==> src/rtl/gcd_sched_if.sv <==
// gcd_sched_if: requester/response bus of the GCD scheduler.
//   req_valid  master->slave  per-requester job valid
//   req_ready  slave->master  one-hot accept (combinational in IDLE)
//   req_a/b    master->slave  packed operands, requester i at [i*W +: W]
//   rsp_valid  slave->master  one-cycle result pulse
//   rsp_id     slave->master  requester index of the result
//   rsp_c      slave->master  gcd result
//   rsp_err    slave->master  job aborted by watchdog
interface gcd_sched_if #(
    parameter int unsigned NREQ = 4,
    parameter int unsigned W    = 32,
    parameter int unsigned ID_W = 2
);
    logic [NREQ-1:0]   req_valid;
    logic [NREQ-1:0]   req_ready;
    logic [NREQ*W-1:0] req_a;
    logic [NREQ*W-1:0] req_b;
    logic              rsp_valid;
    logic [ID_W-1:0]   rsp_id;
    logic [W-1:0]      rsp_c;
    logic              rsp_err;

    // Requester / response consumer side
    modport master (
        output req_valid, req_a, req_b,
        input  req_ready, rsp_valid, rsp_id, rsp_c, rsp_err
    );

    // Scheduler side
    modport slave (
        input  req_valid, req_a, req_b,
        output req_ready, rsp_valid, rsp_id, rsp_c, rsp_err
    );
endinterface

==> src/rtl/gcd_sched.sv <==
// gcd_sched: round-robin scheduler sharing one GCD core among NREQ requesters.
// One job in flight; FSM IDLE -> ISSUE -> BUSY -> DONE -> IDLE.
// Ports:
//   clk              system clock, rising edge
//   rst_n            asynchronous active-low reset (also resets the core)
//   bus              gcd_sched_if.slave: req_valid/ready/a/b in, rsp_valid/id/c/err out
//   core_a_o/b_o     operands to core, held from ISSUE through BUSY
//   core_start_o     one-cycle start pulse per job
//   core_finished_i  core done
//   core_c_i         core result
//   core_abort_o     one-cycle core reset pulse on watchdog timeout
// Optional feature: define GCD_SCHED_TIMEOUT_EN to enable the BUSY watchdog
// (TMO_CYC cycles). Without it rsp_err and core_abort_o are tied low.
module gcd_sched #(
    parameter int unsigned NREQ    = 4,
    parameter int unsigned W       = 32,
    parameter int unsigned ID_W    = 2,
    parameter int unsigned TMO_CYC = 4096
) (
    input  logic            clk,
    input  logic            rst_n,
    gcd_sched_if.slave      bus,
    output logic [W-1:0]    core_a_o,
    output logic [W-1:0]    core_b_o,
    output logic            core_start_o,
    input  logic            core_finished_i,
    input  logic [W-1:0]    core_c_i,
    output logic            core_abort_o
);

    // Elaboration-time parameter sanity
    if (NREQ < 2 || NREQ > 16 || ID_W != $clog2(NREQ) || TMO_CYC == 0) begin : g_bad_cfg
        $error("gcd_sched: inconsistent NREQ/ID_W/TMO_CYC");
    end

    typedef enum logic [1:0] {
        S_IDLE  = 2'd0,
        S_ISSUE = 2'd1,
        S_BUSY  = 2'd2,
        S_DONE  = 2'd3
    } state_e;

    state_e          state_q;
    logic [ID_W-1:0] rr_ptr_q;
    logic [ID_W-1:0] job_id_q;
    logic [W-1:0]    core_a_q;
    logic [W-1:0]    core_b_q;
    logic            core_start_q;
    logic            rsp_valid_q;
    logic [ID_W-1:0] rsp_id_q;
    logic [W-1:0]    rsp_c_q;

    // Round-robin winner search
    logic            gnt_vld;
    logic [ID_W-1:0] gnt_idx;
    logic [ID_W-1:0] cand;
    logic [W-1:0]    sel_a;
    logic [W-1:0]    sel_b;

    // Walk from the farthest offset down to rr_ptr+1 so the nearest valid
    // requester after the pointer is the last (winning) assignment.
    always_comb begin
        gnt_vld = 1'b0;
        gnt_idx = '0;
        cand    = '0;
        for (int unsigned k = NREQ; k >= 1; k--) begin
            cand = ID_W'((32'(rr_ptr_q) + k) % NREQ);
            if (bus.req_valid[cand]) begin
                gnt_vld = 1'b1;
                gnt_idx = cand;
            end
        end
    end

    // Operand mux for the winner
    always_comb begin
        sel_a = bus.req_a[32'(gnt_idx) * W +: W];
        sel_b = bus.req_b[32'(gnt_idx) * W +: W];
    end

    // One-hot accept, only offered in IDLE
    always_comb begin
        bus.req_ready = '0;
        if (state_q == S_IDLE && gnt_vld) begin
            bus.req_ready[gnt_idx] = 1'b1;
        end
    end

`ifdef GCD_SCHED_TIMEOUT_EN
    localparam int unsigned TMO_W = $clog2(TMO_CYC + 1);

    logic [TMO_W-1:0] wdog_q;
    logic             rsp_err_q;
    logic             core_abort_q;

    // FSM, datapath and watchdog; a finished seen in the timeout cycle wins
    always_ff @(posedge clk or negedge rst_n) begin
        if (!rst_n) begin
            state_q      <= S_IDLE;
            rr_ptr_q     <= ID_W'(NREQ - 1);
            job_id_q     <= '0;
            core_a_q     <= '0;
            core_b_q     <= '0;
            core_start_q <= 1'b0;
            rsp_valid_q  <= 1'b0;
            rsp_id_q     <= '0;
            rsp_c_q      <= '0;
            rsp_err_q    <= 1'b0;
            core_abort_q <= 1'b0;
            wdog_q       <= '0;
        end else begin
            core_start_q <= 1'b0;
            rsp_valid_q  <= 1'b0;
            rsp_err_q    <= 1'b0;
            core_abort_q <= 1'b0;
            case (state_q)
                S_IDLE: begin
                    if (gnt_vld) begin
                        core_a_q     <= sel_a;
                        core_b_q     <= sel_b;
                        job_id_q     <= gnt_idx;
                        rr_ptr_q     <= gnt_idx;
                        core_start_q <= 1'b1;
                        state_q      <= S_ISSUE;
                    end
                end
                S_ISSUE: begin
                    wdog_q  <= '0;
                    state_q <= S_BUSY;
                end
                S_BUSY: begin
                    if (core_finished_i) begin
                        rsp_c_q     <= core_c_i;
                        rsp_id_q    <= job_id_q;
                        rsp_valid_q <= 1'b1;
                        state_q     <= S_DONE;
                    end else if (wdog_q == TMO_W'(TMO_CYC - 1)) begin
                        rsp_c_q      <= '0;
                        rsp_id_q     <= job_id_q;
                        rsp_valid_q  <= 1'b1;
                        rsp_err_q    <= 1'b1;
                        core_abort_q <= 1'b1;
                        state_q      <= S_DONE;
                    end else begin
                        wdog_q <= wdog_q + TMO_W'(1);
                    end
                end
                S_DONE: begin
                    state_q <= S_IDLE;
                end
                default: begin
                    state_q <= S_IDLE;
                end
            endcase
        end
    end

    assign bus.rsp_err  = rsp_err_q;
    assign core_abort_o = core_abort_q;
`else
    // FSM and datapath; BUSY waits for the core indefinitely
    always_ff @(posedge clk or negedge rst_n) begin
        if (!rst_n) begin
            state_q      <= S_IDLE;
            rr_ptr_q     <= ID_W'(NREQ - 1);
            job_id_q     <= '0;
            core_a_q     <= '0;
            core_b_q     <= '0;
            core_start_q <= 1'b0;
            rsp_valid_q  <= 1'b0;
            rsp_id_q     <= '0;
            rsp_c_q      <= '0;
        end else begin
            core_start_q <= 1'b0;
            rsp_valid_q  <= 1'b0;
            case (state_q)
                S_IDLE: begin
                    if (gnt_vld) begin
                        core_a_q     <= sel_a;
                        core_b_q     <= sel_b;
                        job_id_q     <= gnt_idx;
                        rr_ptr_q     <= gnt_idx;
                        core_start_q <= 1'b1;
                        state_q      <= S_ISSUE;
                    end
                end
                S_ISSUE: begin
                    state_q <= S_BUSY;
                end
                S_BUSY: begin
                    if (core_finished_i) begin
                        rsp_c_q     <= core_c_i;
                        rsp_id_q    <= job_id_q;
                        rsp_valid_q <= 1'b1;
                        state_q     <= S_DONE;
                    end
                end
                S_DONE: begin
                    state_q <= S_IDLE;
                end
                default: begin
                    state_q <= S_IDLE;
                end
            endcase
        end
    end

    assign bus.rsp_err  = 1'b0;
    assign core_abort_o = 1'b0;
`endif

    assign core_a_o      = core_a_q;
    assign core_b_o      = core_b_q;
    assign core_start_o  = core_start_q;
    assign bus.rsp_valid = rsp_valid_q;
    assign bus.rsp_id    = rsp_id_q;
    assign bus.rsp_c     = rsp_c_q;

endmodule

==> src/flat_wrapper.sv <==
// flat-port wrapper written by rule: the top's interface ports become plain ports
module gcd_sched_flat 
#(
    parameter int unsigned NREQ    = 4,
    parameter int unsigned W       = 32,
    parameter int unsigned ID_W    = 2,
    parameter int unsigned TMO_CYC = 4096
)
  (clk, rst_n, core_a_o, core_b_o, core_start_o, core_finished_i, core_c_i, core_abort_o, bus_req_valid, bus_req_a, bus_req_b, bus_req_ready, bus_rsp_valid, bus_rsp_id, bus_rsp_c, bus_rsp_err);
  gcd_sched_if #(.NREQ(NREQ), .W(W), .ID_W(ID_W)) bus_i ();
  input  logic clk;
  input  logic rst_n;
  output logic [W-1:0] core_a_o;
  output logic [W-1:0] core_b_o;
  output logic core_start_o;
  input  logic core_finished_i;
  input  logic [W-1:0] core_c_i;
  output logic core_abort_o;
  input wire logic [$bits(bus_i.req_valid)-1:0] bus_req_valid;
  input wire logic [$bits(bus_i.req_a)-1:0] bus_req_a;
  input wire logic [$bits(bus_i.req_b)-1:0] bus_req_b;
  output wire logic [$bits(bus_i.req_ready)-1:0] bus_req_ready;
  output wire logic [$bits(bus_i.rsp_valid)-1:0] bus_rsp_valid;
  output wire logic [$bits(bus_i.rsp_id)-1:0] bus_rsp_id;
  output wire logic [$bits(bus_i.rsp_c)-1:0] bus_rsp_c;
  output wire logic [$bits(bus_i.rsp_err)-1:0] bus_rsp_err;
  assign bus_i.req_valid = bus_req_valid;
  assign bus_i.req_a = bus_req_a;
  assign bus_i.req_b = bus_req_b;
  assign bus_req_ready = bus_i.req_ready;
  assign bus_rsp_valid = bus_i.rsp_valid;
  assign bus_rsp_id = bus_i.rsp_id;
  assign bus_rsp_c = bus_i.rsp_c;
  assign bus_rsp_err = bus_i.rsp_err;
  gcd_sched #(.NREQ(NREQ), .W(W), .ID_W(ID_W), .TMO_CYC(TMO_CYC)) u_core (.clk(clk), .rst_n(rst_n), .bus(bus_i), .core_a_o(core_a_o), .core_b_o(core_b_o), .core_start_o(core_start_o), .core_finished_i(core_finished_i), .core_c_i(core_c_i), .core_abort_o(core_abort_o));
endmodule
==> config.mk <==
export PLATFORM = sky130hd
export DESIGN_NAME = gcd_sched_flat
export DESIGN_NICKNAME = d
export VERILOG_FILES = /design/src/rtl/gcd_sched_if.sv /design/src/rtl/gcd_sched.sv /design/src/flat_wrapper.sv
export SDC_FILE = /design/constraint.sdc
export NUM_CORES = 1
export LEC_CHECK = 0
export ABC_AREA = 1
export BUFFER_PORTS_ARGS = -buffer_cell sky130_fd_sc_hd__buf_2
export CAP_MARGIN = 20
export CORE_ASPECT_RATIO = 0.5
export CORE_MARGIN = 5
export CORE_UTILIZATION = 39
export CTS_BUF_LIST = sky130_fd_sc_hd__clkbuf_8 sky130_fd_sc_hd__clkbuf_16
export CTS_CLUSTER_DIAMETER = 30
export DETAILED_ROUTE_END_ITERATION = 7
export HOLD_SLACK_MARGIN = 0.1
export PLACE_DENSITY_LB_ADDON = 0.15
export REMOVE_ABC_BUFFERS = 1
export SETUP_SLACK_MARGIN = 0.2
export SKIP_LAST_GASP = 1
export SLEW_MARGIN = 20
export SYNTH_ARGS = -nofsm -noshare
export SYNTH_HDL_FRONTEND = slang
export SYNTH_SLANG_ARGS = --single-unit
==> constraint.sdc <==
create_clock -name clk -period 1.8 [get_ports clk]
set_input_delay 0.09 -clock clk [delete_from_list [all_inputs] [get_ports clk]]
set_output_delay 0.09 -clock clk [all_outputs]
set_load 0.02 [all_outputs]
* Word level (Yosys, flattened, before mapping)
Cells that the tools add are included.
** Storage, ports and cells
- Register bits :: 106
- Bits of input ports :: 295
- Output and inout port bits :: 106
- Word-level logic and storage cells :: 58
** Cells by class
- Add/subtract/negate cells :: 4
- Order comparisons :: 6
- Equality and inequality tests :: 5
- Shift-type cells :: 2
- Mux-type cells :: 26
- Reductions and logical operators :: 6
** Operators by type and width (count)
- $shiftx A128 B8 Y32 :: 2
- $lt A2 B3 Y1 const B :: 5
- $mux W1 :: 13
- $mux W2 :: 6
- $bmux W1 S2 :: 4
- $pmux W2 S4 :: 1
- $reduce_and A2 Y1 :: 3
- $add A2 B1 Y2 const B :: 2
- $add A2 B2 Y2 const B :: 2
- $eq A2 B2 Y1 const B :: 2
- $mux W4 :: 1
- $demux W1 S2 :: 1
- $eq A2 B1 Y1 const B :: 1
- $ge A2 B1 Y1 const B :: 1
- $logic_and A1 B1 Y1 :: 2
- $logic_not A2 Y1 :: 1
- $ne A2 B1 Y1 const B :: 1
- $ne A2 B2 Y1 const B :: 1

* Longest topological paths before layout
Gate-level depths: netlist of run 1.
- Depth after elaboration :: 12
- Gate-level depth with buffers :: 16
- Depth with buffers taken out :: 13

* Worst setup path before layout of run 1
Ideal clock, no wire load.
- Kind :: reg-to-output
- From :: register u_core.rr_ptr_q[0]
- To :: output port bus_req_ready[0]
- Data arrival time :: 1.978 ns
- Data required time :: 1.710 ns
- Setup slack :: -0.268 ns
- Stages on the path, launching flop included :: 14
- Path buffers :: 3
- Cells stage by stage :: dfstp_2 -> buf_6 -> inv_4 -> nand2_1 -> nand2_1 -> nand2_1 -> nand2_1 -> inv_2 -> nand2_1 -> nand2_2 -> nand2_2 -> buf_6 -> buf_4 -> nor3_1
** Between the ends
- Cells in the longest elaborated chain, start to end :: 12
- Elaborated cells on any way between the ends :: 27
- Classes of those cells :: 4 x add/sub; 2 x order compare; 19 x mux; 2 x reduce/logical
** RTL lines
- start, declared :: RTL line gcd_sched.sv:44 : logic [ID_W-1:0] rr_ptr_q;
- start signal, assigned :: RTL line gcd_sched.sv:165 : rr_ptr_q <= ID_W'(NREQ - 1);
- start signal, assigned :: RTL line gcd_sched.sv:182 : rr_ptr_q <= gnt_idx;
- $add A2 B1 Y2 :: RTL line gcd_sched.sv:67 : cand = ID_W'((32'(rr_ptr_q) + k) % NREQ);
- $bmux W1 S2 :: RTL line gcd_sched.sv:68 : if (bus.req_valid[cand]) begin
- $mux W1 (not written as such) :: RTL line gcd_sched.sv:68
- $mux W2 (4 in a row) :: RTL line gcd_sched.sv:68
- $lt A2 B3 Y1 (not written as such) / $ge A2 B1 Y1 (equally long branches) :: RTL line gcd_sched.sv:85 : bus.req_ready[gnt_idx] = 1'b1;
- $logic_and A1 B1 Y1 (not written as such) :: RTL line gcd_sched.sv:85
- $mux W1 (not written as such) :: RTL line gcd_sched.sv:85
- $demux W1 S2
- $mux W4 (*) :: RTL line gcd_sched.sv:84 : if (state_q == S_IDLE && gnt_vld) begin
- end, declared :: RTL line flat_wrapper.sv:22 : output wire logic [$bits(bus_i.req_ready)-1:0] bus_req_ready;
Every way passes the cells marked *; elsewhere a longest branch is shown, timed or not. The select of a mux whose other input is x is not followed.

* Worst setup path in the final report of run 1
- From :: register u_core.rr_ptr_q[0]
- To :: output port bus_req_ready[3]
Same word-level chain as after synthesis.

==> results.py, run 1 <==
metrics = {
    "global_route": {
        "grt_pass1_wl_mm": 45.52,
        "pin_count_of_the_biggest_net_entering_global_routing": 107,
        "antenna_found_initial": 0,
        "use_met2_pct": 49.73,
        "grt_util_all_layers_pct": 29.47,
        "grt.met3_usage_pct": 5.698,
        "first_global_vias": 9003,
        "grt_overflow": 0,
        "grt.busiest_layer": "met2",
        "groute.layer.met1.usage_pct": 37.85,
    },
    "synthesis": {
        "synth_top_cells_by_area": "sky130_fd_sc_hd__dfrtp_1 41%, sky130_fd_sc_hd__nand3_1 26%, sky130_fd_sc_hd__nand2_1 23%",
        "synth.cells.most_frequent": "383 x sky130_fd_sc_hd__nand2_1, 327 x sky130_fd_sc_hd__nand3_1, 104 x sky130_fd_sc_hd__dfrtp_1",
        "avgSynthCellArea_um2": 6.794,
        "yosys.cell_count.top_type": "sky130_fd_sc_hd__nand2_1",
        "count_of_state_elements_after_synthesis": 106,
        "edff_count_synth": 0,
        "synth_cells": 937,
        "mappedNetlistArea_um2": 6366,
        "largest_area_contributor_in_the_synthesized_netlist": "sky130_fd_sc_hd__dfrtp_1",
        "dominantRegCellSynth": "sky130_fd_sc_hd__dfrtp_1",
        "yosys_top_cell_area_share_pct": 40.88,
        "synthesis.yosys.warnings": 0,
        "netlist-cell-type-count": 24,
        "synth_async_sr_flop_share_pct": 100.0,
        "ys_seq_area_share_pct": 41.71,
    },
    "timing": {
        "final.min_clock_period_ns": 2.355,
        "hold_ws_ns": 0.1003,
        "hold_violations": 0,
        "fmax_ghz": 0.4246,
        "relSlewSlack_pct": 58.45,
        "slew_at_the_pin_closest_to_its_max_slew_limit_ns": 0.6233,
        "finalMaxSlewViolations": 0,
        "finalCritPeriodShare_pct": 130.9,
        "setup_viol": 75,
        "finalClockSkew_ns": 0.01503,
        "grt_setup_unrepaired": "yes",
        "worst_slack_ns": -0.5553,
    },
    "cts": {
        "root_buffer": "sky130_fd_sc_hd__clkbuf_16",
        "clock_path_buffers": 2,
        "h-tree-depth": 3,
        "cts_tree": "built",
        "clock_sink_count": 106,
        "clk_transition_reported_paths_ns": 0.08,
        "inserted_clock_buffers": 9,
        "clock_latency_of_the_later_clocked_register_in_the_worst_skew_pair_ns": 0.35,
    },
    "floorplan": {
        "die_width_um": 190.7,
        "die_height_um": 100.3,
        "core_area_um2": 16190,
        "ios": 401,
        "design.die.area_um2": 19130,
        "placementRows": 33,
        "start_util_pct": 39.33,
    },
    "critical_path": {
        "nature_of_the_critical_path_endpoint": "output port",
        "regToRegSetupSlack_ns": -0.54,
        "worstRegToRegCells": 15,
        "worst_setup_path_start_kind": "register",
        "worstPathMaxFanout": 6,
        "worst_path_largest_cell_delay_ns": 0.62,
        "worstPathCellList": "buf_12 -> nand2_1 -> nand3_1 -> nand2_1 -> nor2_2 -> nand3_4 -> nand2_4 -> inv_8 -> buf_12 -> nand3_4 -> inv_2 -> buf_6",
        "worst_ep_arrival_time_ns": 2.27,
        "largest_delay_contributor_family_on_the_critical_path": "simple AND/OR/NAND/NOR gates",
        "cp.buffers_inverters": 5,
        "setup.worst_path.class": "reg -> out",
        "worst-endpoint-required_ns": 1.71,
        "critical-path-slowest-cell": "sky130_fd_sc_hd__dfstp_2",
        "r2r-end": "u_core.core_b_o[28]",
        "rr_startpoint": "u_core.rr_ptr_q[0]",
    },
    "routing": {
        "residual_antenna_violating_net_count_after_detailed_routing": 0,
        "via_count": 9245,
        "drc_errors": 0,
        "route.final.wire_length_mm": 31.28,
        "drt-initial-drc-count": 796,
        "routed_wire_length_per_instance_um": 18.21,
        "dr.pass1.iters": 8,
        "avgViaCountPerCell": 5.381,
    },
    "power": {
        "irDropWorstVdd_v": 0.001079,
        "pwr_density_nw_per_um2": 2355,
        "fin_total_pwr_w": 0.02741,
        "pleak_nw": 6.344,
    },
    "outcome": {
        "outcome": "complete, but fails checks",
        "failing_checks": "negative setup slack",
    },
    "final_layout": {
        "post_route_cells_drive_above_1_share_pct": 37.76,
        "final_cell_count_no_fill": 1718,
        "final_nets": 1783,
        "num_antenna_cells": 0,
        "area_growth_syn_to_layout_pct": 82.88,
        "layout.cell_area.non_filler_um2": 11640,
    },
    "placement": {
        "place_worst_setup_slack_ns": -0.2535,
        "dp_cells": 1523,
        "cell_area_after_placement_um2": 8736,
        "dp_hpwl_mm": 17.58,
        "io_buffers": 398,
        "gp_congestion": 0.9145,
    },
    "min_path": {
        "timing.hold.worst.start": "core_finished_i",
        "type_of_the_tightest_min_delay_check": "in -> reg",
        "hold_path_depth": 3,
        "min_delay_worst_endpoint": "u_core.state_q[0]",
    },
    "flow_run": {
        "timing.max_cap.violations": 0,
    },
}
[what timing repair did]
item,4_1_cts,5_1_grt
gates cloned,14,5
setup endpoints to repair,75,75
pin swaps,18,25
setup buffers,16,12
hold endpoints to repair,193,0
hold buffers,132,0
resized for setup,47,72
[layout make-up]
type / instances / area [µm²]
Clock buffer: 10 / 239.0
Clock inverter: 6 / 56.30
Fill cell: 1239 / 4543
Inverter: 18 / 97.59
Multi-Input combinational cell: 736 / 3607
Sequential cell: 106 / 2655
Tap cell: 227 / 284.0
Timing Repair Buffer: 615 / 4703
[worst register-to-register path, stage by stage, from the launching register on]
cell and delay [ns]:
sky130_fd_sc_hd__dfstp_2 0.62, sky130_fd_sc_hd__buf_12 0.16, sky130_fd_sc_hd__nand2_1 0.12, sky130_fd_sc_hd__nand3_1 0.16, sky130_fd_sc_hd__nand2_1 0.12, sky130_fd_sc_hd__nand3_2 0.08, sky130_fd_sc_hd__nand2_1 0.06, sky130_fd_sc_hd__nand2_2 0.09
sky130_fd_sc_hd__nand2_4 0.07, sky130_fd_sc_hd__buf_8 0.15, sky130_fd_sc_hd__inv_12 0.10, sky130_fd_sc_hd__buf_12 0.13, sky130_fd_sc_hd__buf_16 0.13, sky130_fd_sc_hd__nand3_1 0.08, sky130_fd_sc_hd__nand3_1 0.10, sky130_fd_sc_hd__nand2_1 0.07
[flip-flops by register name (all words and copies together), names as in the netlist]
| register | flops |
|---|---|
| u_core.bus.rsp_valid | 1 |
| u_core.core_a_o | 32 |
| u_core.rr_ptr_q | 2 |
| u_core.state_q | 2 |
| u_core.core_start_o | 1 |
| u_core.bus.rsp_id | 2 |
| u_core.job_id_q | 2 |
| u_core.core_b_o | 32 |
| u_core.bus.rsp_c | 32 |
[report_power, final]
part | total (W) | switching, W | leakage [nW] | internal, W
clock | 0.00198 | 0.000974 | 0.143 | 0.00101
combinational | 0.0212 | 0.0119 | 4.90 | 0.00927
sequential | 0.00424 | 0.000623 | 1.30 | 0.00362
total | 0.0274 | 0.0135 | 6.34 | 0.0139
[kinds of logic after synthesis]
family | share of synthesized area (%)
other | 0.05891
AND/OR/NAND/NOR | 49.25
adder cells (fa/ha/maj) | 0.3930
AO/OA/AOI/OAI | 0.9238
buffers and inverters | 7.665
flip-flops | 41.71
[metrics by stage]
stage	utilization, %	setup TNS [ns]
global placement	53.97	-10.74
detailed placement	53.97	-14.18
global route	71.93	-43.78
floorplan	-	-198.58
CTS	68.50	-26.31
finish	71.93	-33.69
[how the worst max path moves through the flow]
stage	depth (start not counted)	slack, ns	to	from
after floorplan	10	-2.87	bus_req_ready[1]	u_core.rr_ptr_q[0]
after global placement	12	-0.21	u_core.core_a_o[8]	u_core.rr_ptr_q[0]
after detailed placement	12	-0.25	u_core.core_b_o[7]	u_core.rr_ptr_q[0]
after CTS	12	-0.42	bus_req_ready[0]	u_core.rr_ptr_q[0]
after global routing	15	-0.68	u_core.core_b_o[0]	u_core.rr_ptr_q[0]
final	12	-0.56	bus_req_ready[3]	u_core.rr_ptr_q[0]
[per-layer routing]
metal / vias to the layer above / share of wire [%]
met5: - / 0
met4: 0 / 3.9
met3: 121 / 10
met2: 659 / 47
met1: 4281 / 39
li1: 4184 / -
[cells in the final DEF (no fill, tap or decap), types with 3 or more instances in the layout]
cell                              n
sky130_fd_sc_hd__buf_12          17
sky130_fd_sc_hd__nand3_1        311
sky130_fd_sc_hd__clkinv_4         3
sky130_fd_sc_hd__inv_1           11
sky130_fd_sc_hd__dlygate4sd3_1  132
sky130_fd_sc_hd__nand3_4          5
sky130_fd_sc_hd__buf_16           7
sky130_fd_sc_hd__bufbuf_16       10
sky130_fd_sc_hd__nand2_1        359
sky130_fd_sc_hd__o21ai_0          4
sky130_fd_sc_hd__buf_2          393
sky130_fd_sc_hd__nand2_2          4
sky130_fd_sc_hd__nand2_4         23
sky130_fd_sc_hd__buf_4           40
sky130_fd_sc_hd__inv_8            3
sky130_fd_sc_hd__buf_6            9
sky130_fd_sc_hd__clkbuf_16       14
sky130_fd_sc_hd__dfrtp_1        104
sky130_fd_sc_hd__nand3_2         12
Power figures use the tool's default switching activity.
==> inputs of run 2 (changes only) <==
--- a/config.mk
+++ b/config.mk
@@ -8,18 +8,17 @@
 export ABC_AREA = 1
 export BUFFER_PORTS_ARGS = -buffer_cell sky130_fd_sc_hd__buf_2
 export CAP_MARGIN = 20
-export CORE_ASPECT_RATIO = 0.5
-export CORE_MARGIN = 5
-export CORE_UTILIZATION = 39
+export CORE_AREA = 5 5 154 156
 export CTS_BUF_LIST = sky130_fd_sc_hd__clkbuf_8 sky130_fd_sc_hd__clkbuf_16
 export CTS_CLUSTER_DIAMETER = 30
 export DETAILED_ROUTE_END_ITERATION = 7
+export DIE_AREA = 0 0 159 161
 export HOLD_SLACK_MARGIN = 0.1
 export PLACE_DENSITY_LB_ADDON = 0.15
+export RECOVER_POWER = 100
 export REMOVE_ABC_BUFFERS = 1
 export SETUP_SLACK_MARGIN = 0.2
 export SKIP_LAST_GASP = 1
-export SLEW_MARGIN = 20
 export SYNTH_ARGS = -nofsm -noshare
 export SYNTH_HDL_FRONTEND = slang
 export SYNTH_SLANG_ARGS = --single-unit
==> constraint.sdc (replaced) <==
create_clock -name clk -period 2.9 [get_ports clk]
set_input_delay 0.145 -clock clk [delete_from_list [all_inputs] [get_ports clk]]
set_output_delay 0.145 -clock clk [all_outputs]
set_load 0.02 [all_outputs]
==> results.py, run 2 (same netlist as run 1, synthesis figures left out) <==
metrics = {
    "cts": {
        "clock_latency_of_the_later_clocked_register_in_the_worst_skew_pair_ns": 0.35,
        "clock_sink_count": 106,
        "inserted_clock_buffers": 9,
        "h-tree-depth": 3,
        "root_buffer": "sky130_fd_sc_hd__clkbuf_16",
        "clock_path_buffers": 2,
        "cts_tree": "built",
        "clk_transition_reported_paths_ns": 0.08,
    },
    "global_route": {
        "pin_count_of_the_biggest_net_entering_global_routing": 129,
        "grt_pass1_wl_mm": 43.41,
        "grt_util_all_layers_pct": 20.87,
        "first_global_vias": 7768,
        "antenna_found_initial": 4,
        "grt_overflow": 0,
    },
    "critical_path": {
        "regToRegSetupSlack_ns": 0.43,
        "worst-endpoint-required_ns": 2.76,
        "setup.worst_path.class": "reg -> out",
        "worst_setup_path_start_kind": "register",
        "worstRegToRegCells": 14,
        "rr_startpoint": "u_core.rr_ptr_q[0]",
        "worst_ep_arrival_time_ns": 2.48,
        "worstPathMaxFanout": 20,
        "nature_of_the_critical_path_endpoint": "output port",
        "r2r-end": "u_core.core_b_o[10]",
    },
    "placement": {
        "place_worst_setup_slack_ns": 0.5230,
        "dp_hpwl_mm": 19.86,
        "cell_area_after_placement_um2": 8541,
        "gp_congestion": 0.8461,
        "io_buffers": 398,
    },
    "final_layout": {
        "final_nets": 1637,
        "layout.cell_area.non_filler_um2": 9270,
        "fillerInstances": 2448,
        "post_route_cells_drive_above_1_share_pct": 26.64,
        "final_cell_mix": "381 x sky130_fd_sc_hd__nand2_1, 327 x sky130_fd_sc_hd__nand3_1, 297 x sky130_fd_sc_hd__buf_2",
        "final_common_cell": "sky130_fd_sc_hd__nand2_1",
        "area_growth_syn_to_layout_pct": 45.62,
    },
    "timing": {
        "setup_viol": 0,
        "fmax_ghz": 0.3808,
        "worst_slack_ns": 0.2742,
        "slew_at_the_pin_closest_to_its_max_slew_limit_ns": 1.734,
        "finalMaxSlewViolations": 96,
        "totalNegativeSetupSlack_ns": 0,
        "hold_violations": 0,
        "finalClockSkew_ns": 0.01000,
        "final.min_clock_period_ns": 2.626,
        "grt_setup_unrepaired": "no",
        "finalCritPeriodShare_pct": 90.54,
        "relSlewSlack_pct": -15.61,
    },
    "floorplan": {
        "die_width_um": 159,
        "core_area_um2": 22230,
        "design.die.area_um2": 25600,
        "ios": 401,
        "die_height_um": 161,
        "start_util_pct": 28.64,
        "placementRows": 55,
    },
    "outcome": {
        "outcome": "complete, but fails checks",
        "failing_checks": "max-capacitance violations, max-slew violations",
    },
    "min_path": {
        "min_delay_worst_endpoint": "u_core.core_b_o[18]",
        "hold_path_depth": 5,
        "type_of_the_tightest_min_delay_check": "in -> reg",
        "timing.hold.worst.start": "bus_req_b[50]",
    },
    "flow_run": {
        "timing.max_cap.violations": 2,
    },
    "power": {
        "irDropWorstVdd_v": 0.0005670,
        "pwr_density_nw_per_um2": 1417,
        "pleak_nw": 4.983,
    },
    "routing": {
        "drt-initial-drc-count": 589,
        "drc_errors": 0,
        "route.final.wire_length_mm": 28.55,
        "avgViaCountPerCell": 4.827,
        "residual_antenna_violating_net_count_after_detailed_routing": 0,
        "via_count": 7877,
        "dr.pass1.iters": 5,
        "routed_wire_length_per_instance_um": 17.49,
    },
}
## run 2: repair_timing
item,in CTS,in global routing
setup endpoints to repair,1,4
setup buffers,0,10
gates resized for setup,0,6
pin swaps,0,3
gates cloned,1,3
hold buffers,38,0
endpoints found under the hold margin,90,0
## run 2: cell type report
class / instances / area [µm²] / share of cell area [%]
diodes: 3 / 7.507 / 0.08098
clock buffers: 10 / 239.0 / 2.578
clock inverters: 5 / 47.55 / 0.5129
inverters: 18 / 72.57 / 0.7828
multi-input cells: 737 / 3274 / 35.32
flip-flops and latches: 106 / 2655 / 28.64
well taps: 285 / 356.6 / 3.847
repair buffers: 468 / 2618 / 28.24
## run 2: worst max-delay path by stage
stage / slack (ns) / start / end
floorplan: -1.83 / u_core.rr_ptr_q[0] / bus_req_ready[1]
global placement: 0.52 / u_core.rr_ptr_q[0] / u_core.core_b_o[13]
detailed placement: 0.52 / u_core.rr_ptr_q[0] / u_core.core_a_o[3]
CTS: 0.21 / u_core.rr_ptr_q[0] / bus_req_ready[3]
global route: 0.11 / u_core.rr_ptr_q[0] / bus_req_ready[3]
finish: 0.27 / u_core.rr_ptr_q[0] / bus_req_ready[3]
## run 2: worst max-delay path, cell delays in order (launching register included)
cell	delay, ns
sky130_fd_sc_hd__dfstp_1	0.67
sky130_fd_sc_hd__buf_4	0.17
sky130_fd_sc_hd__nand2_1	0.04
sky130_fd_sc_hd__o21ai_1	0.09
sky130_fd_sc_hd__nand2_1	0.11
sky130_fd_sc_hd__nand2_2	0.08
sky130_fd_sc_hd__nand2_2	0.07
sky130_fd_sc_hd__nand2_1	0.11
sky130_fd_sc_hd__nand2_4	0.09
sky130_fd_sc_hd__nand2_8	0.16
sky130_fd_sc_hd__buf_16	0.18
sky130_fd_sc_hd__nand3_1	0.12
sky130_fd_sc_hd__inv_1	0.07
sky130_fd_sc_hd__buf_2	0.16
## run 2: report_power, final
part | switching (W) | internal, W | leakage [nW] | total [W]
clock | 0.000597 | 0.000618 | 0.139 | 0.00122
combinational | 0.00621 | 0.00307 | 3.54 | 0.00928
sequential | 0.000394 | 0.00224 | 1.30 | 0.00264
total | 0.00720 | 0.00593 | 4.98 | 0.0131
## run 2: routing by layer
| metal | up-vias | routed length, µm | global-route usage, % |
|---|---|---|---|
| li1 | 3891 | - | - |
| met1 | 3657 | 11890 | 27.04 |
| met2 | 288 | 14270 | 35.51 |
| met3 | 37 | 1753 | 3.802 |
| met4 | 4 | 608 | 6.553 |
| met5 | - | 21 | 0 |
## run 2: metrics by stage
step           instances  total power, W  utilization [%]  hold WS (ns)
2_1_floorplan        860        0.008204                -       -0.1506
3_3_place_gp        1562         0.01134            38.42        0.2886
3_5_place_dp        1562         0.01134            38.42        0.2894
4_1_cts             1616         0.01285            41.57        0.1004
5_1_grt             1631         0.01437            41.69        0.1226
6_report            1632         0.01313            41.71        0.1155
